`src/rtl/src_feeder_pkg.sv`:
```
// Shared types for the source-stream feeder: FSM states, skid entry, default widths.
// No logic; no latency.
// No flow control of its own.
package src_feeder_pkg;
    localparam int SF_DW  = 16;
    localparam int SF_AW  = 12;
    localparam int SF_FW  = 8;
    localparam int SF_SSW = 12;

    typedef enum logic [1:0] {IDLE, RUN, DRAIN, DONE} state_t;

    typedef struct packed {
        logic [SF_DW-1:0] data;
        logic             last;
    } skid_ent_t;
endpackage

```
`src/rtl/src_skid2.sv`:
```
// Two-entry skid buffer with empty-bypass; occupancy exported for read crediting.
// Latency: 0 cycles when empty (bypass), else FIFO order from the head entry.
// Backpressure: holds up to 2 words while rd_rdy is low; the writer must never push when full.
module src_skid2
    import src_feeder_pkg::*;
(
    input  logic      clk,
    input  logic      rst_n,
    input  logic      flush,
    input  logic      wr_vld,
    input  skid_ent_t wr_ent,
    input  logic      rd_rdy,
    output logic      rd_vld,
    output skid_ent_t rd_ent,
    output logic [1:0] occ
);
    skid_ent_t  ent_q [2];
    logic       head_q, tail_q;
    logic [1:0] occ_q;
    logic       empty, bypass, push, pop;

    assign empty  = (occ_q == 2'd0);
    // An arriving word goes straight out when nothing is queued ahead of it.
    assign bypass = empty & wr_vld & rd_rdy;
    assign push   = wr_vld & ~bypass;
    assign pop    = ~empty & rd_rdy;
    assign rd_vld = ~empty | wr_vld;
    assign rd_ent = !empty ? ent_q[head_q] : (wr_vld ? wr_ent : '0);
    assign occ    = occ_q;

    always_ff @(posedge clk) begin
        if (!rst_n) begin
            ent_q[0] <= '0;
            ent_q[1] <= '0;
            head_q   <= 1'b0;
            tail_q   <= 1'b0;
            occ_q    <= 2'd0;
        end else if (flush) begin
            head_q   <= 1'b0;
            tail_q   <= 1'b0;
            occ_q    <= 2'd0;
        end else begin
            if (push) begin
                ent_q[tail_q] <= wr_ent;
                tail_q        <= ~tail_q;
            end
            if (pop) head_q <= ~head_q;
            occ_q <= occ_q + 2'(push) - 2'(pop);
        end
    end
endmodule

```
`src/rtl/src_feeder.sv`:
```
// Reads (ss+1)*(nf+1) words from a sync-read buffer and streams them with src_last per frame.
// Latency: start -> mem_re next cycle -> src_valid one cycle later; 1 word/cycle at full rate.
// Backpressure: src_ready low stalls reads once 2 words are in flight/held. Option: SRC_FEEDER_STALL_CNT_EN.
module src_feeder
    import src_feeder_pkg::*;
#(
    parameter int DW = SF_DW,
    parameter int AW = SF_AW,
    parameter int FW = SF_FW
) (
    input  logic          clk,
    input  logic          rst_n,
    input  logic          start,
    input  logic          abort,
    input  logic [AW-1:0] base,
    input  logic [11:0]   ss,
    input  logic [FW-1:0] nf,
    output logic          busy,
    output logic          done,
    output logic          mem_re,
    output logic [AW-1:0] mem_a,
    input  logic [DW-1:0] mem_d,
    output logic          src_valid,
    output logic [DW-1:0] src_data,
    output logic          src_last,
    input  logic          src_ready
`ifdef SRC_FEEDER_STALL_CNT_EN
    ,
    output logic [15:0]   stall_cnt
`endif
);
    state_t        state_q, state_n;
    logic [AW-1:0] addr_q;
    logic [11:0]   wi_q, ss_q;
    logic [FW-1:0] fc_q, nf_q;
    logic          rd_vld_q, rd_last_q;
    logic [1:0]    occ, held;
    logic          accept, kill, end_frame, last_issue, xfer;
    skid_ent_t     wr_ent, head_ent;

    assign accept     = (state_q == IDLE) & start & ~abort;
    assign kill       = (state_q != IDLE) & abort;
    assign end_frame  = (wi_q == ss_q);
    assign last_issue = mem_re & end_frame & (fc_q == nf_q);
    // Words already committed: read data arriving now plus words parked in the skid.
    assign held       = {1'b0, rd_vld_q} + occ;
    assign xfer       = src_valid & src_ready;
    assign mem_a      = addr_q;
    assign wr_ent     = '{data: mem_d, last: rd_last_q};
    assign src_data   = head_ent.data;
    assign src_last   = head_ent.last;

    always_comb begin
        state_n = state_q;
        busy    = (state_q != IDLE);
        done    = (state_q == DONE);
        mem_re  = (state_q == RUN) & ~abort & (held < 2'd2);
        unique case (state_q)
            IDLE:    if (accept) state_n = RUN;
            RUN:     if (abort) state_n = IDLE;
                     else if (last_issue) state_n = DRAIN;
            DRAIN:   if (abort) state_n = IDLE;
                     else if (xfer && held == 2'd1) state_n = DONE;
            DONE:    state_n = IDLE;
            default: state_n = IDLE;
        endcase
    end

    always_ff @(posedge clk) begin
        if (!rst_n) begin
            state_q   <= IDLE;
            addr_q    <= '0;
            wi_q      <= '0;
            fc_q      <= '0;
            ss_q      <= '0;
            nf_q      <= '0;
            rd_vld_q  <= 1'b0;
            rd_last_q <= 1'b0;
        end else begin
            state_q   <= state_n;
            rd_vld_q  <= mem_re;
            rd_last_q <= end_frame;
            if (accept) begin
                addr_q <= base;
                ss_q   <= ss;
                nf_q   <= nf;
                wi_q   <= '0;
                fc_q   <= '0;
            end else if (mem_re) begin
                addr_q <= addr_q + AW'(1);
                if (end_frame) begin
                    wi_q <= '0;
                    fc_q <= fc_q + FW'(1);
                end else begin
                    wi_q <= wi_q + 12'd1;
                end
            end
        end
    end

    src_skid2 u_skid (
        .clk    (clk),
        .rst_n  (rst_n),
        .flush  (kill),
        .wr_vld (rd_vld_q),
        .wr_ent (wr_ent),
        .rd_rdy (src_ready),
        .rd_vld (src_valid),
        .rd_ent (head_ent),
        .occ    (occ)
    );

`ifdef SRC_FEEDER_STALL_CNT_EN
    always_ff @(posedge clk) begin
        if (!rst_n || accept)
            stall_cnt <= 16'd0;
        else if (busy && src_valid && !src_ready && stall_cnt != 16'hFFFF)
            stall_cnt <= stall_cnt + 16'd1;
    end
`endif
endmodule

```
`config.mk`:
```
export PLATFORM = sky130hd
export DESIGN_NAME = src_feeder
export DESIGN_NICKNAME = d
export VERILOG_FILES = /design/src/rtl/src_feeder_pkg.sv /design/src/rtl/src_skid2.sv /design/src/rtl/src_feeder.sv
export SDC_FILE = /design/constraint.sdc
export NUM_CORES = 1
export LEC_CHECK = 0
export ABC_CLOCK_PERIOD_IN_PS = 2800
export BUFFER_PORTS_ARGS = -buffer_cell sky130_fd_sc_hd__buf_2
export CAP_MARGIN = 20
export CORE_MARGIN = 10
export CORE_UTILIZATION = 36
export CTS_CLUSTER_DIAMETER = 30
export CTS_CLUSTER_SIZE = 20
export DETAILED_ROUTE_END_ITERATION = 8
export PLACE_DENSITY = 0.63
export SLEW_MARGIN = 20
export SYNTH_ARGS = -nofsm -noshare
export SYNTH_HDL_FRONTEND = slang
export SYNTH_SLANG_ARGS = --single-unit
```
`constraint.sdc`:
```
create_clock -name clk -period 2.8 [get_ports clk]
set_clock_uncertainty 0.05 [all_clocks]
set_input_delay 0.14 -clock clk [delete_from_list [all_inputs] [get_ports clk]]
set_output_delay 0.14 -clock clk [all_outputs]
set_load 0.1 [all_outputs]
```
### After elaboration in Yosys (flattened, before gate mapping)

Memories as Yosys holds them, arrays and structs flattened. A register that Yosys moved wholly into a read port is not among the register bits.
Index checks and enable logic that the tools add are counted.
W data, S select, Z words.

| cells by class | value |
|---|---|
| add/sub/neg operators | 6 |
| order comparisons | 1 |
| equal/unequal tests | 9 |
| multiplexer cells | 21 |
| bitwise gates (word level) | 19 |
| reductions and logical operators | 10 |

Operator list:

| cell | number |
|---|---|
| $mux W17 | 3 |
| $mux W12 | 3 |
| $add A12 B1 Y12 const B | 2 |
| $reduce_or A17 Y1 | 1 |
| $and A1 B1 Y1 | 12 |
| $eq A12 B12 Y1 | 1 |
| $mux W2 | 5 |
| $mux W1 | 9 |
| $add A8 B1 Y8 const B | 1 |
| $eq A8 B8 Y1 | 1 |
| $pmux W2 S4 | 1 |
| $ne A3 B3 Y1 const B | 2 |
| $not A1 Y1 | 6 |
| $eq A2 B1 Y1 const B | 2 |
| $eq A2 B2 Y1 const B | 2 |
| $logic_not A2 Y1 | 2 |
| $reduce_bool A2 Y1 | 2 |
| $reduce_or A2 Y1 | 2 |
| $reduce_and A3 Y1 | 1 |
| $add A1 B2 Y2 | 1 |
| $add A2 B1 Y2 | 1 |
| $lt A2 B2 Y1 const B | 1 |
| $ne A2 B2 Y1 const B | 1 |
| $reduce_and A2 Y1 | 1 |
| 3 further kinds | 3 |

| word-level totals | value |
|---|---|
| register bits after elaboration | 60 |
| memory bits (writable) | 34 |
| bits of input ports | 53 |
| output and inout bits | 33 |
| word-level logic and storage cells | 78 |
| memories | 1 |

Memory list:

| memory | words | width | rd ports | clocked after Yosys merged registers in | wr ports | RTL line | text |
|---|---|---|---|---|---|---|---|
| u_skid.ent_q | 2 | 17 | 1 | 1 | 2 | src_skid2.sv:17 | `skid_ent_t ent_q [2];` |

### Longest topological paths before layout

Gate-level depths: netlist (run 1).

| logic depth | value |
|---|---|
| depth in word-level cells | 11 |
| gate-level depth with buffers | 9 |
| gate-level depth less buffers | 8 |

### Hierarchy

From an unflattened synthesis (run 1), not the netlist that was laid out.

| unflattened totals | value |
|---|---|
| cell total of the unflattened synthesis | 488 |
| area, all modules | 4630.7 µm² |

By module, submodules not included:

| module | times used | cells each | area each (µm²) | seq. area each (µm²) |
|---|---|---|---|---|
| src_feeder | 1 | 329 | 2721.4 | 1121.1 |
| src_skid2 | 1 | 159 | 1909.3 | 1121.1 |

### Worst setup path after synthesis (run 1)

Ideal clock, no wire load.

| timing | value |
|---|---|
| kind | register -> output |
| start | register with a tool-made name |
| end | output src_data[10] |
| data arrival time | 3.217 ns |
| required time | 2.610 ns |
| path slack | -0.607 ns |
| stages on the path, launching flop included | 5 |
| path buffers | 2 |
| path through | dfxtp_1 -> buf_2 -> buf_1 -> mux2i_1 -> o21ai_0 |

RTL lines:

| what | RTL line | text |
|---|---|---|
| to (decl) | src_feeder.sv:24 | `output logic [DW-1:0] src_data,` |

### Worst setup path in the final report (run 1)

| timing | value |
|---|---|
| start | register wi_q[4] |
| end | register fc_q[7] |

| between the ends | value |
|---|---|
| longest elaborated chain between the ends | 2 |

Ends and longest elaborated chain:

| what | RTL line | text |
|---|---|---|
| from (decl) | src_feeder.sv:34 | `logic [11:0] wi_q, ss_q;` |
| from (signal assigned) | src_feeder.sv:95 | `wi_q <= wi_q + 12'd1;` |
| $eq A12 B12 Y1 | src_feeder.sv:43 | `assign end_frame = (wi_q == ss_q);` |
| $reduce_and A2 Y1 (no line) | n/a |  |
| to (signal assigned) | src_feeder.sv:93 | `fc_q <= fc_q + FW'(1);` |
| to (decl) | src_feeder.sv:35 | `logic [FW-1:0] fc_q, nf_q;` |

Every way passes these cells.
A chain may end at the register's enable or synchronous reset.

==> results of run 1 <==
layer usage:
metal  wire length (um)  global-route usage [%]
met5                  0                       0
met4                226                   5.746
met3                653                   3.407
met2               5577                   22.39
met1               4769                   14.42
critical path: stages (launching register included):
cell	delay, ns
dfxtp_1	0.50
xor2_2	0.13
nor4_4	0.32
nand3_2	0.34
or4_4	0.62
a21oi_2	0.14
sequential cells by signal (all words and copies together), names as in the netlist, 2 cells and up, named ones only:
name,cells
u_skid.ent_q,34
mem_a,12
ss_q,12
wi_q,12
fc_q,8
nf_q,8
state_q,2
u_skid.occ,2
cells by family after synthesis:
group                      Yosys count  share of synthesized area, %
buffers and inverters               37                         3.454
AOI/OAI and AO/OA                   85                         10.55
and+or+nand+nor                    206                         23.99
DFF                                 95                         48.74
xor gates and xnor gates            40                         7.941
adders and majority gates            6                         1.632
muxes                               17                         3.699
layout make-up:
cell class	count	share of cell area (%)
Clock buffer	13	4.520
Clock inverter	3	1.130
Inverter	8	0.5215
Multi-Input combinational cell	354	38.33
Sequential cell	95	38.94
Tap cell	172	3.738
Timing Repair Buffer	118	12.82
power breakdown:
group | switching (mW) | total, mW | internal [mW]
Clock | 0.510 | 1.34 | 0.831
Combinational | 0.525 | 0.703 | 0.179
Sequential | 0.0417 | 1.52 | 1.48
stage by stage:
step	cells	power [mW]	util (%)
after global placement	727	2.228	41.63
after floorplan	486	2.084	-
after detailed placement	727	2.241	41.63
after CTS	763	3.607	45.81
final	763	3.566	45.81
after global routing	763	3.708	45.81
cell usage after synthesis (2+ instances only):
library cell / instances / area share, %
or4_1: 5 / 0.82
and4_1: 2 / 0.38
edfxtp_1: 34 / 22
nor2b_1: 2 / 0.27
a31oi_1: 3 / 0.41
and3_1: 5 / 0.68
or3_1: 2 / 0.27
ha_1: 6 / 1.6
xor2_1: 18 / 3.4
nand2_1: 62 / 5.1
dfxtp_1: 61 / 27
clkbuf_1: 17 / 1.4
o21ai_0: 27 / 2.9
nand4b_1: 2 / 0.38
and2_1: 35 / 4.8
o31ai_1: 7 / 1.1
mux2i_1: 17 / 3.7
a21oi_1: 37 / 4.0
inv_1: 7 / 0.57
xnor2_1: 20 / 3.8
nand4_1: 11 / 1.5
a211oi_1: 5 / 0.82
nand3_1: 28 / 3.0
nor4_1: 3 / 0.41
nand2b_1: 3 / 0.41
nor2_1: 25 / 2.0
buf_2: 10 / 1.1
nor3_1: 8 / 0.87
nor3_2: 2 / 0.44
nor4_2: 3 / 0.82
worst max-delay path by stage:
stage / to / slack [ns] / start
after global placement: fc_q[7] / 0.69 / wi_q[4]
after global routing: fc_q[3] / 0.45 / wi_q[4]
after detailed placement: fc_q[7] / 0.64 / wi_q[4]
final: fc_q[7] / 0.62 / wi_q[4]
after CTS: fc_q[7] / 0.63 / wi_q[4]
after floorplan: src_data[0] / -0.29 / u_skid.occ[1]
==> results.yml, run 1 <==
final_layout:
  nFillCells: 1191
  final_cell_mix: "buf_2 (84), nand2_1 (62), dfxtp_1 (61), a21oi_1 (37), and2_1 (35)"
  multiInputGateArea_um2: 2207
  syn_to_final_growth_pct: 25.16
  drive_gt1_share_pct: 21.66
  antennaDiodeCount: 0
  final_cell_area_um2: 5758
  final_common_cell: "buf_2"
  ff_latch_area_um2: 2242
  fin_nets: 645
clock_tree:
  path_clk_slew_ns: 0.07
  cts_buffer_depth: 2
  cts_root_buf: "clkbuf_16"
  holdBufCountCts: 20
  htreeDepth: 3
  cts-resized-gates: 0
  post_cts_buffers: 0
  cts_buffers: 9
  cts_sinks: 95
  worstSkewPairLatency_ns: 0.35
  cts_tree: "built"
synthesis:
  synth_seq_area_share_pct: 48.74
  dominantRegCellSynth: "dfxtp_1"
  ys_warn_count: 0
  ys_ff_latch: 95
  ys_async_sr_fraction_pct: 0
  ys_types: 49
  synthCells: 486
  synth-edff-count: 34
  syn_area_um2: 4601
  syn_avg_cell_area_um2: 9.466
  syn_nets: 545
place:
  numPortBuffers: 85
  dp_slack_ns: 0.6388
  globalplace.congestion: 0.8389
  dp_hpwl_mm: 7.979
  post_dp_cell_area_um2: 5233
timing:
  fmax_ghz: 0.4590
  setup_violations: 0
  setup_slack_ns: 0.6213
  slew_viol_final: 0
  period_needed_ns: 2.179
  slew_headroom_pct: 66.82
  hold_viol: 0
  hold_slack_ns: 0.03774
  rsz0062_at_grt: "no"
  min_period_over_period_pct: 77.81
  tightest_slew_ns: 0.5012
  fin_tns_setup_ns: 0
detailed_routing:
  drt-initial-drc-count: 267
  drc_errors: 0
  postRouteAntennaNets: 0
  routedWlPerCell_um: 14.71
  wl_mm: 11.23
  vias: 3741
  viasPerCell: 4.903
  first_pass_iters: 4
power:
  p_leak_nw: 2.248
  power.density_nw_per_um2: 619.4
  vdd.ir_drop.worst_uv: 280.8
die:
  io_pins: 86
  core.rowCount: 41
  die_w_um: 133.0
  die_y_um: 133.0
  core_area_um2: 12570
  start_util_pct: 36.61
  fp.dieArea_um2: 17700
worst_setup_path:
  crit_fanout: 21
  critPathLaunchType: "flop"
  cp.arrival_ns: 2.41
  crit_type: "flop to flop"
  end_kind: "flop"
  reg2reg_depth: 5
  r2r-end: "fc_q[7]"
  crit_required_ns: 3.03
  r2r_slack_ns: 0.62
  timing.rr.start: "wi_q[4]"
hold_path:
  hold_end: "mem_a[0]"
  whs_path_depth: 3
  hold_path.class: "input port to flop"
  hold_start: "base[0]"
grt:
  gr-total-overflow: 0
  grt_max_degree: 45
  grt_pass1_vias: 3900
  antenna_found_initial: 0
  grt_pass1_wl_mm: 18.75
  grtUsageTotal_pct: 12.88
run_status:
  status: "completed"
job:
  maxCapViolations: 0
(Power assumes the default switching activity.)
==> inputs of run 2 (changes only) <==
--- a/config.mk
+++ b/config.mk
@@ -5,7 +5,8 @@
 export SDC_FILE = /design/constraint.sdc
 export NUM_CORES = 1
 export LEC_CHECK = 0
-export ABC_CLOCK_PERIOD_IN_PS = 2800
+export ABC_AREA = 1
+export ABC_CLOCK_PERIOD_IN_PS = 2000
 export BUFFER_PORTS_ARGS = -buffer_cell sky130_fd_sc_hd__buf_2
 export CAP_MARGIN = 20
 export CORE_MARGIN = 10
@@ -13,7 +14,7 @@
 export CTS_CLUSTER_DIAMETER = 30
 export CTS_CLUSTER_SIZE = 20
 export DETAILED_ROUTE_END_ITERATION = 8
-export PLACE_DENSITY = 0.63
+export PLACE_DENSITY = 0.65
 export SLEW_MARGIN = 20
 export SYNTH_ARGS = -nofsm -noshare
 export SYNTH_HDL_FRONTEND = slang
==> constraint.sdc (replaced) <==
create_clock -name clk -period 2 [get_ports clk]
set_clock_uncertainty 0.05 [all_clocks]
set_input_delay 0.1 -clock clk [delete_from_list [all_inputs] [get_ports clk]]
set_output_delay 0.1 -clock clk [all_outputs]
set_load 0.1 [all_outputs]
==> run 2 against run 1 <==
Effect of this change: global-route usage increased by 0.83 points; critical path depth increased by 1; cell area increased by 11%; critical path type is now flop to primary output; critical endpoint is now src_data[15].
==> results.yml, run 2 <==
worst_setup_path:
  crit_type: "flop to primary output"
  max_stage_delay_ns: 0.35
  critPathLaunchType: "flop"
  crit_slowest_cell: "dfxtp_2"
  r2r_slack_ns: 0.22
  timing.rr.start: "rd_vld_q"
  reg2reg_depth: 10
  r2r-end: "wi_q[8]"
  cp.arrival_ns: 1.72
  crit_fanout: 17
  crit_required_ns: 1.85
  end_kind: "primary output"
  cp_cell_sequence: "nor2_2 > buf_4 > nand2_1 > buf_6 > o22ai_2 > buf_12"
synthesis:
  syn_avg_cell_area_um2: 7.789
  syn_area_um2: 4673
  synth-edff-count: 34
  dominantRegCellSynth: "dfxtp_1"
  synth_area_leaders: "dfxtp_1 (26%), edfxtp_1 (22%), nor2_1 (10%)"
  netlist.top_cell.by_area: "dfxtp_1"
  syn_nets: 659
  ys_warn_count: 0
  synthCells: 600
  ys_async_sr_fraction_pct: 0
  ys_types: 40
  synth_top_area_share_pct: 26.13
  synth_common_cells: "nor2_1 (125), nand2_1 (89), dfxtp_1 (61)"
  synth_most_common_cell: "nor2_1"
  synth_seq_area_share_pct: 47.98
  ys_ff_latch: 95
power:
  power_frac_clock_pct: 29.0
  comb_power_share_pct: 36.8
  power_switching_mw: 2.627
  swShare_pct: 38.48
  p_int_mw: 4.200
  seqPwrFrac_pct: 34.3
  p_leak_nw: 2.742
  vdd.ir_drop.worst_uv: 610.0
  power.density_nw_per_um2: 1065
final_layout:
  multiInputGateArea_um2: 2328
  nFillCells: 1210
  final_common_cell: "nor2_1"
  final_cell_mix: "nor2_1 (124), nand2_1 (87), buf_2 (67), inv_1 (57), dfxtp_1 (53)"
  fin_nets: 766
  regMostFlops: "u_skid.ent_q"
  antennaDiodeCount: 0
  syn_to_final_growth_pct: 37.24
  ff_latch_area_um2: 2257
  drive_gt1_share_pct: 25.42
  largest_reg_flops: 34
clock_tree:
  cts_buffers: 9
  worstSkewPairLatency_ns: 0.34
  cts_tree: "built"
  cts_root_buf: "clkbuf_16"
  cts_buffer_depth: 2
  cts_sinks: 95
  path_clk_slew_ns: 0.07
  htreeDepth: 3
timing:
  setup_violations: 0
  hold_slack_ns: 0.002148
  hold_viol: 0
  fmax_ghz: 0.5357
  slew_viol_final: 0
  period_needed_ns: 1.867
  setup_slack_ns: 0.1332
  slew_headroom_pct: 66.81
  rsz0062_at_grt: "no"
  tightest_slew_ns: 0.5013
  min_period_over_period_pct: 93.34
die:
  core_area_um2: 12670
  io_pins: 86
  start_util_pct: 36.88
  die_y_um: 133.9
  core.rowCount: 41
  fp.dieArea_um2: 17940
  die_w_um: 133.9
grt:
  antenna_found_initial: 0
  grt_pass1_wl_mm: 20.51
  gr-total-overflow: 0
  grt_pass1_vias: 4297
  grtUsageTotal_pct: 13.71
  grt_max_degree: 35
detailed_routing:
  drt-initial-drc-count: 287
  routedWlPerCell_um: 14.07
  vias: 4345
  postRouteAntennaNets: 0
  viasPerCell: 4.915
  wl_mm: 12.44
  drc_errors: 0
  first_pass_iters: 6
place:
  dp_hpwl_mm: 9.140
  dp_slack_ns: 0.09324
  numPortBuffers: 85
  globalplace.congestion: 0.8840
job:
  maxCapViolations: 0
hold_path:
  hold_start: "nf[1]"
  whs_path_depth: 3
  hold_end: "nf_q[1]"
  hold_path.class: "input port to flop"
run_status:
  status: "completed"
==> run 2: final cells by class <==
cell class	count	share of cell area, %
clock inverter	6	1.678
tap	172	3.355
inverter	71	4.311
multi-input combinational	413	36.31
timing repair buffer	117	15.43
sequential	95	35.19
clock buffer	10	3.726
==> run 2: metal layers <==
layer | part of all wire, % | global-route usage [%] | vias up
met2 | 48 | 22.85 | 119
li1 | - | - | 2189
met4 | 1.7 | 5.200 | 0
met3 | 5.9 | 3.062 | 17
met5 | 0 | 0 | -
met1 | 45 | 16.86 | 2020
==> run 2: worst max-delay path: cells and delay by family, from the launching register on <==
kind / cells / cell delay (ns)
buf+inv: 3 / 0.54
flops: 1 / 0.35
compound gates: 1 / 0.24
simple gates: 2 / 0.22
==> run 2: worst max-delay path by stage <==
stage	to	slack [ns]	from	depth (start not counted)
global route	mem_a[10]	0.03	mem_a[0]	10
finish	src_data[15]	0.13	u_skid.occ[1]	6
floorplan	src_data[0]	-0.42	u_skid.occ[1]	3
CTS	src_data[15]	-0.09	u_skid.occ[1]	6
global placement	wi_q[9]	0.15	rd_vld_q	8
detailed placement	wi_q[1]	0.09	rd_vld_q	8
==> run 2: timing repair <==
action | 4_1_cts | 5_1_grt
setup buffers | 0 | 4
pin swaps | 0 | 1
gates resized for setup | 1 | 14
endpoints found under the setup margin | 8 | 33
hold endpoints to repair | 15 | 0
hold buffers | 15 | 0
==> run 2: logic make-up (layout without fill, tap and decap cells) <==
family          count (synthesis)  count (layout)  synth area share, %
buf+inv                        92             204                7.791
flops                          95              95                47.98
simple gates                  275             275                25.62
xor+xnor                       20              20                3.748
compound gates                112             112                13.25
fa+ha+maj                       6               6                1.606
==> run 2: power by group through the flow <==
stage / combinational (mW) / clock (mW) / sequential (mW)
after floorplan: 1.50 / 0 / 2.62
after global placement: 2.40 / 0 / 2.37
after detailed placement: 2.43 / 0 / 2.38
after CTS: 2.46 / 2.02 / 2.33
after global routing: 2.69 / 2.10 / 2.36
final: 2.51 / 1.98 / 2.34
==> run 2: metrics by stage <==
step                      instance area [um^2]  power (mW)  setup TNS [ns]  util [%]  cells
after floorplan                           4891       4.125          -6.737         -    600
after global placement                    5792       4.766               0     45.71    849
after detailed placement                  5792       4.807               0     45.71    849
after CTS                                 6295       6.816         -0.4097     49.68    880
after global routing                      6414       7.152               0     50.62    884
final                                     6414       6.828               0     50.62    884
